==> src/rtl/regfile_pkg.sv <==
// regfile_pkg -- shared definitions for the register-file port master.
//   DATA_W_DEF : default register data width (32)
//   REG_AW_DEF : default register address width (3 -> 8 registers)
//   state_e    : sequencer states CLEAR (zero-fill), CHECK (readback), RUN
package regfile_pkg;

  localparam int unsigned DATA_W_DEF = 32;
  localparam int unsigned REG_AW_DEF = 3;

  typedef enum logic [1:0] {
    CLEAR = 2'd0,
    CHECK = 2'd1,
    RUN   = 2'd2
  } state_e;

endpackage

==> src/rtl/regfile_port_master.sv <==
// regfile_port_master -- initiator of a register-file port.
//
// After reset the block zero-fills every register (CLEAR), optionally reads
// each one back and flags any non-zero value (CHECK), then enters RUN where
// it accepts one read or write request per cycle.
//
// Configuration macro: REGFILE_BIST_EN
//   defined   : CLEAR -> CHECK -> RUN, bist_fail reports readback mismatches
//   undefined : CLEAR -> RUN, bist_fail tied low
//
// Ports
//   clk, rst                     clock, asynchronous active-high reset
//   req_valid/req_write/req_ready request handshake (write=1, read=0)
//   req_rs1/req_rs2/req_rd       read addresses, write address
//   req_wdata                    write data
//   rsp_valid, rsp_data1/2       one-cycle read response, latency 2
//   read_reg1/2, read_data1/2    register-file read port (combinational)
//   write_reg/write_data/reg_write register-file write port
//   init_done                    high once in RUN
//   bist_fail                    sticky readback-mismatch flag
module regfile_port_master
  import regfile_pkg::*;
#(
  parameter int unsigned DATA_W = DATA_W_DEF,
  parameter int unsigned REG_AW = REG_AW_DEF
) (
  input  logic              clk,
  input  logic              rst,
  input  logic              req_valid,
  input  logic              req_write,
  output logic              req_ready,
  input  logic [REG_AW-1:0] req_rs1,
  input  logic [REG_AW-1:0] req_rs2,
  input  logic [REG_AW-1:0] req_rd,
  input  logic [DATA_W-1:0] req_wdata,
  output logic              rsp_valid,
  output logic [DATA_W-1:0] rsp_data1,
  output logic [DATA_W-1:0] rsp_data2,
  output logic [REG_AW-1:0] read_reg1,
  output logic [REG_AW-1:0] read_reg2,
  output logic [REG_AW-1:0] write_reg,
  output logic [DATA_W-1:0] write_data,
  output logic              reg_write,
  input  logic [DATA_W-1:0] read_data1,
  input  logic [DATA_W-1:0] read_data2,
  output logic              init_done,
  output logic              bist_fail
);

  state_e            state_q, state_d;
  logic [REG_AW-1:0] cnt_q, cnt_d;
  logic              ready_q, ready_d;
  logic              init_done_q, init_done_d;
  logic              rd_pend_q, rd_pend_d;
  logic              rsp_valid_q, rsp_valid_d;
  logic [DATA_W-1:0] rsp_data1_q, rsp_data1_d;
  logic [DATA_W-1:0] rsp_data2_q, rsp_data2_d;
  logic [REG_AW-1:0] read_reg1_q, read_reg1_d;
  logic [REG_AW-1:0] read_reg2_q, read_reg2_d;
  logic [REG_AW-1:0] write_reg_q, write_reg_d;
  logic [DATA_W-1:0] write_data_q, write_data_d;
  logic              reg_write_q, reg_write_d;

  always_comb begin
    state_d      = state_q;
    cnt_d        = cnt_q;
    ready_d      = (state_q == RUN);
    init_done_d  = (state_q == RUN);
    reg_write_d  = 1'b0;
    write_reg_d  = write_reg_q;
    write_data_d = write_data_q;
    read_reg1_d  = read_reg1_q;
    read_reg2_d  = read_reg2_q;
    rd_pend_d    = 1'b0;
    // Second pipeline stage: a read whose addresses were driven this cycle
    // captures the register-file data and responds next cycle.
    rsp_valid_d  = rd_pend_q;
    rsp_data1_d  = rsp_data1_q;
    rsp_data2_d  = rsp_data2_q;
    if (rd_pend_q) begin
      rsp_data1_d = read_data1;
      rsp_data2_d = read_data2;
    end

    case (state_q)
      CLEAR: begin
        reg_write_d  = 1'b1;
        write_reg_d  = cnt_q;
        write_data_d = '0;
        cnt_d        = cnt_q + 1'b1;
        if (cnt_q == '1) begin
`ifdef REGFILE_BIST_EN
          state_d = CHECK;
`else
          state_d = RUN;
`endif
        end
      end
`ifdef REGFILE_BIST_EN
      CHECK: begin
        read_reg1_d = cnt_q;
        read_reg2_d = cnt_q;
        cnt_d       = cnt_q + 1'b1;
        if (cnt_q == '1) begin
          state_d = RUN;
        end
      end
`endif
      RUN: begin
        // First pipeline stage: an accepted request drives the register-file
        // port in the following cycle. A write therefore commits one edge
        // before a read accepted right after it samples the file, so no
        // forwarding path is needed.
        if (req_valid && ready_q) begin
          if (req_write) begin
            reg_write_d  = 1'b1;
            write_reg_d  = req_rd;
            write_data_d = req_wdata;
          end else begin
            read_reg1_d = req_rs1;
            read_reg2_d = req_rs2;
            rd_pend_d   = 1'b1;
          end
        end
      end
      default: begin
        state_d = CLEAR;
        cnt_d   = '0;
      end
    endcase
  end

  always_ff @(posedge clk or posedge rst) begin
    if (rst) begin
      state_q      <= CLEAR;
      cnt_q        <= '0;
      ready_q      <= 1'b0;
      init_done_q  <= 1'b0;
      rd_pend_q    <= 1'b0;
      rsp_valid_q  <= 1'b0;
      rsp_data1_q  <= '0;
      rsp_data2_q  <= '0;
      read_reg1_q  <= '0;
      read_reg2_q  <= '0;
      write_reg_q  <= '0;
      write_data_q <= '0;
      reg_write_q  <= 1'b0;
    end else begin
      state_q      <= state_d;
      cnt_q        <= cnt_d;
      ready_q      <= ready_d;
      init_done_q  <= init_done_d;
      rd_pend_q    <= rd_pend_d;
      rsp_valid_q  <= rsp_valid_d;
      rsp_data1_q  <= rsp_data1_d;
      rsp_data2_q  <= rsp_data2_d;
      read_reg1_q  <= read_reg1_d;
      read_reg2_q  <= read_reg2_d;
      write_reg_q  <= write_reg_d;
      write_data_q <= write_data_d;
      reg_write_q  <= reg_write_d;
    end
  end

`ifdef REGFILE_BIST_EN
  // chk_q marks a cycle in which a CHECK address is on the read port, so the
  // compare happens at the edge ending that cycle.
  logic chk_q, chk_d;
  logic bist_fail_q, bist_fail_d;

  always_comb begin
    chk_d       = (state_q == CHECK);
    bist_fail_d = bist_fail_q | (chk_q & (read_data1 != '0));
  end

  always_ff @(posedge clk or posedge rst) begin
    if (rst) begin
      chk_q       <= 1'b0;
      bist_fail_q <= 1'b0;
    end else begin
      chk_q       <= chk_d;
      bist_fail_q <= bist_fail_d;
    end
  end

  assign bist_fail = bist_fail_q;
`else
  assign bist_fail = 1'b0;
`endif

  assign req_ready  = ready_q;
  assign init_done  = init_done_q;
  assign rsp_valid  = rsp_valid_q;
  assign rsp_data1  = rsp_data1_q;
  assign rsp_data2  = rsp_data2_q;
  assign read_reg1  = read_reg1_q;
  assign read_reg2  = read_reg2_q;
  assign write_reg  = write_reg_q;
  assign write_data = write_data_q;
  assign reg_write  = reg_write_q;

endmodule

==> config.mk <==
export PLATFORM = sky130hd
export DESIGN_NAME = regfile_port_master
export DESIGN_NICKNAME = d
export VERILOG_FILES = /design/src/rtl/regfile_pkg.sv /design/src/rtl/regfile_port_master.sv
export SDC_FILE = /design/constraint.sdc
export NUM_CORES = 1
export LEC_CHECK = 0
export ABC_AREA = 0
export CAP_MARGIN = 20
export CORE_UTILIZATION = 43
export DETAILED_ROUTE_END_ITERATION = 10
export HOLD_SLACK_MARGIN = 0.05
export PLACE_DENSITY = 0.85
export SLEW_MARGIN = 20
export SYNTH_ARGS = -nofsm -noshare
export SYNTH_HDL_FRONTEND = slang
export SYNTH_SLANG_ARGS = --single-unit
==> constraint.sdc <==
create_clock -name clk -period 6.6 [get_ports clk]
set_input_delay 0.66 -clock clk [delete_from_list [all_inputs] [get_ports clk]]
set_output_delay 0.66 -clock clk [all_outputs]
set_load 0.02 [all_outputs]
==> flow_metrics.py <==
metrics = {
    "grt": {
        "grt_usage": 0.223,
        "overflow": 0,
        "grt_antenna_before_repair": 0,
        "grt_max_degree": 66,
        "grt_pass1_wl_mm": 17.4,
        "grt_pass1_vias": 3382,
    },
    "setup_path": {
        "path_delay_family": "buffers and inverters",
        "critical_path_arrival_ps": 1560,
        "critPathCaptureType": "output port",
        "cp.required_ps": 5940,
        "crit_chain": "clkdlybuf4s50_1",
        "crit_type": "register to output port",
        "crit_fanout": 5,
        "critPathLaunch": "init_done",
        "max_stage_delay_ps": 640,
        "rr_startpoint": "rd_pend_q",
        "worst-path-buf-inv": 1,
        "crit_slowest_cell": "clkdlybuf4s50_1",
        "worst_setup_path_start_kind": "register",
    },
    "clocking": {
        "postCtsHoldBufs": 0,
        "cts.sinks": 113,
        "clock_path_buffers": 2,
        "cts-buffers-inserted": 17,
        "clk_pin_slew_worst_paths_ps": 60,
        "cts_resized": 0,
        "htreeDepth": 4,
        "clock_latency_ps": 500,
        "post-cts-setup-buffer-count": 0,
        "root_buffer": "clkbuf_8",
        "cts_tree": "built",
    },
    "floorplan": {
        "dieWidth_um": 103,
        "dieArea_um2": 10700,
        "die_y_um": 103,
        "start_util": 0.447,
        "core_region_area_um2": 9860,
        "ioPinCount": 219,
        "row_count": 36,
    },
    "sta": {
        "post-route-period-util": 0.336,
        "tightestPinTransition_ps": 798,
        "tns_ps": 0,
        "fin_skew_ps": 10.4,
        "max_clock_freq_mhz": 451,
        "setup_ws_ps": 4380,
        "final_max_slew_viol_count": 0,
        "whs_ps": 502,
        "hold_violations": 0,
        "rsz0062_at_grt": "no",
        "setup_viol": 0,
        "maxSlewHeadroom": 0.468,
        "timing.final.crit_period_ps": 2220,
    },
    "finish": {
        "n_antenna_cell": 0,
        "areaGrowthSynthToFinish_pct": 63.3,
        "drive_gt1_frac": 0.201,
        "n_fill_cell": 653,
        "fin_nets": 654,
        "finalNonFillerCells": 689,
    },
    "power_and_ir_drop": {
        "p_sw_uw": 606,
        "max-vdd-ir-drop_v": 0.000148,
        "power_density_nw_per_um2": 307,
        "intPower_uw": 1600,
        "p_leak_uw": 0.00309,
        "pwr-share-clk": 0.393,
        "comb_power_share": 0.230,
        "pwr-share-seq": 0.376,
        "swShare": 0.275,
    },
    "synth": {
        "yosysWarnings": 0,
        "syn_nets": 436,
        "yosysTopAreaCellShare": 0.641,
        "synth_top_area_cell": "dfrtp_1",
        "yosysSeqAreaShare": 0.641,
        "synthCells": 325,
        "post_synth_num_cell_types": 20,
        "syn_avg_cell_area_um2": 13.6,
        "synth_area_um2": 4410,
        "ys_top_cells_by_area": "dfrtp_1, mux2_2, nand2_1, a21boi_1, buf_4",
        "ys_seq_elements": 113,
    },
    "routing": {
        "initialDrtViolationCount": 53,
        "drtPass1Iterations": 4,
        "routedWlPerCell_um": 16.6,
        "routed_wl_mm": 11.4,
        "route.detailed.drc": 0,
        "postRouteAntennaNets": 0,
        "viasPerCell": 4.75,
        "vias": 3270,
    },
    "placed_design": {
        "dp_hpwl_mm": 8.17,
        "dp_cells": 657,
        "pre_cts_slack_ps": 3990,
        "port_buffers": 217,
        "place_congestion": 0.743,
    },
    "worst_hold_path": {
        "min-delay-start": "read_reg2[1]",
        "hold_path.class": "register to register",
    },
    "outcome": {
        "outcome": "complete, no violations",
    },
    "run": {
        "cap_violations": 0,
    },
}
cells in the final DEF, fill, tap and decap left out, types with 2 or more instances in the layout:
master             n
a21boi_0           5
ha_1               2
nor2_1             3
mux2_2            72
clkinvlp_4         4
a31oi_1            3
nand2_1           71
clkdlybuf4s50_1  217
clkinv_4           5
a21boi_1          27
clkbuf_16         16
buf_4              3
bufinv_16          2
dfrtp_1          112
Yosys cell counts:
library cell,count
a21boi_1,27
conb_1,1
nand3_2,1
clkbuf_1,4
dfrtp_1,113
xnor2_1,1
ha_1,2
buf_8,1
mux2_2,72
and3_1,1
buf_2,4
inv_1,2
buf_6,3
nand4b_2,1
a21boi_0,5
buf_4,9
nand2_1,71
a31oi_1,3
or2_2,1
nor2_1,3
final timing paths:
check,end,slack [ps],cells after the start
worst max-delay path,req_ready,4380,1
worst min-delay path,read_reg2[1],500,1
worst max register to register,rsp_data2[31],5070,2
worst min register to register,read_reg2[1],500,1
max in group asynchronous,rd_pend_q,4730,3
min in group asynchronous,rsp_data2[12],620,2
layer usage:
layer / global-route usage / vias to the layer above / wire (µm) / part of all wire
met5: 0 / - / 0 / 0
met4: 0.0758 / 0 / 135 / 0.012
met3: 0.0786 / 16 / 980 / 0.086
met2: 0.405 / 135 / 5990 / 0.52
met1: 0.241 / 1582 / 4330 / 0.38
li1: - / 1537 / - / -
logic make-up after synthesis:
kind of cell,count (synthesis),share of synthesized area
muxes,72,0.184
and+or+nand+nor,78,0.0715
buffers and inverters,23,0.0360
adders and majority gates,2,0.00567
DFF,113,0.641
xor gates and xnor gates,1,0.00199
other,1,0.000850
AOI/OAI and AO/OA,35,0.0587
through the flow:
stage,power (µW),util,area [µm²]
after global routing,2310,0.730,7200
after CTS,2230,0.730,7200
final,2210,0.730,7200
after floorplan,1070,-,4410
after detailed placement,1350,0.671,6620
after global placement,1340,0.671,6620
power by group through the flow:
stage / Combinational (µW) / Clock (µW) / Sequential (µW)
after floorplan: 115 / 0 / 955
after global placement: 501 / 0 / 837
after detailed placement: 511 / 0 / 843
after CTS: 515 / 883 / 833
after global routing: 541 / 921 / 844
final: 508 / 868 / 831
layout make-up:
type	count	area [µm²]	share of cell area
Multi-Input combinational cell	189	1420	0.198
Clock inverter	14	159	0.0221
Sequential cell	113	2830	0.393
Inverter	2	10.0	0.00139
Tap cell	133	166	0.0231
Timing Repair Buffer	220	2190	0.305
Clock buffer	18	418	0.0580
Note: power is estimated with default switching activity, not from simulation.
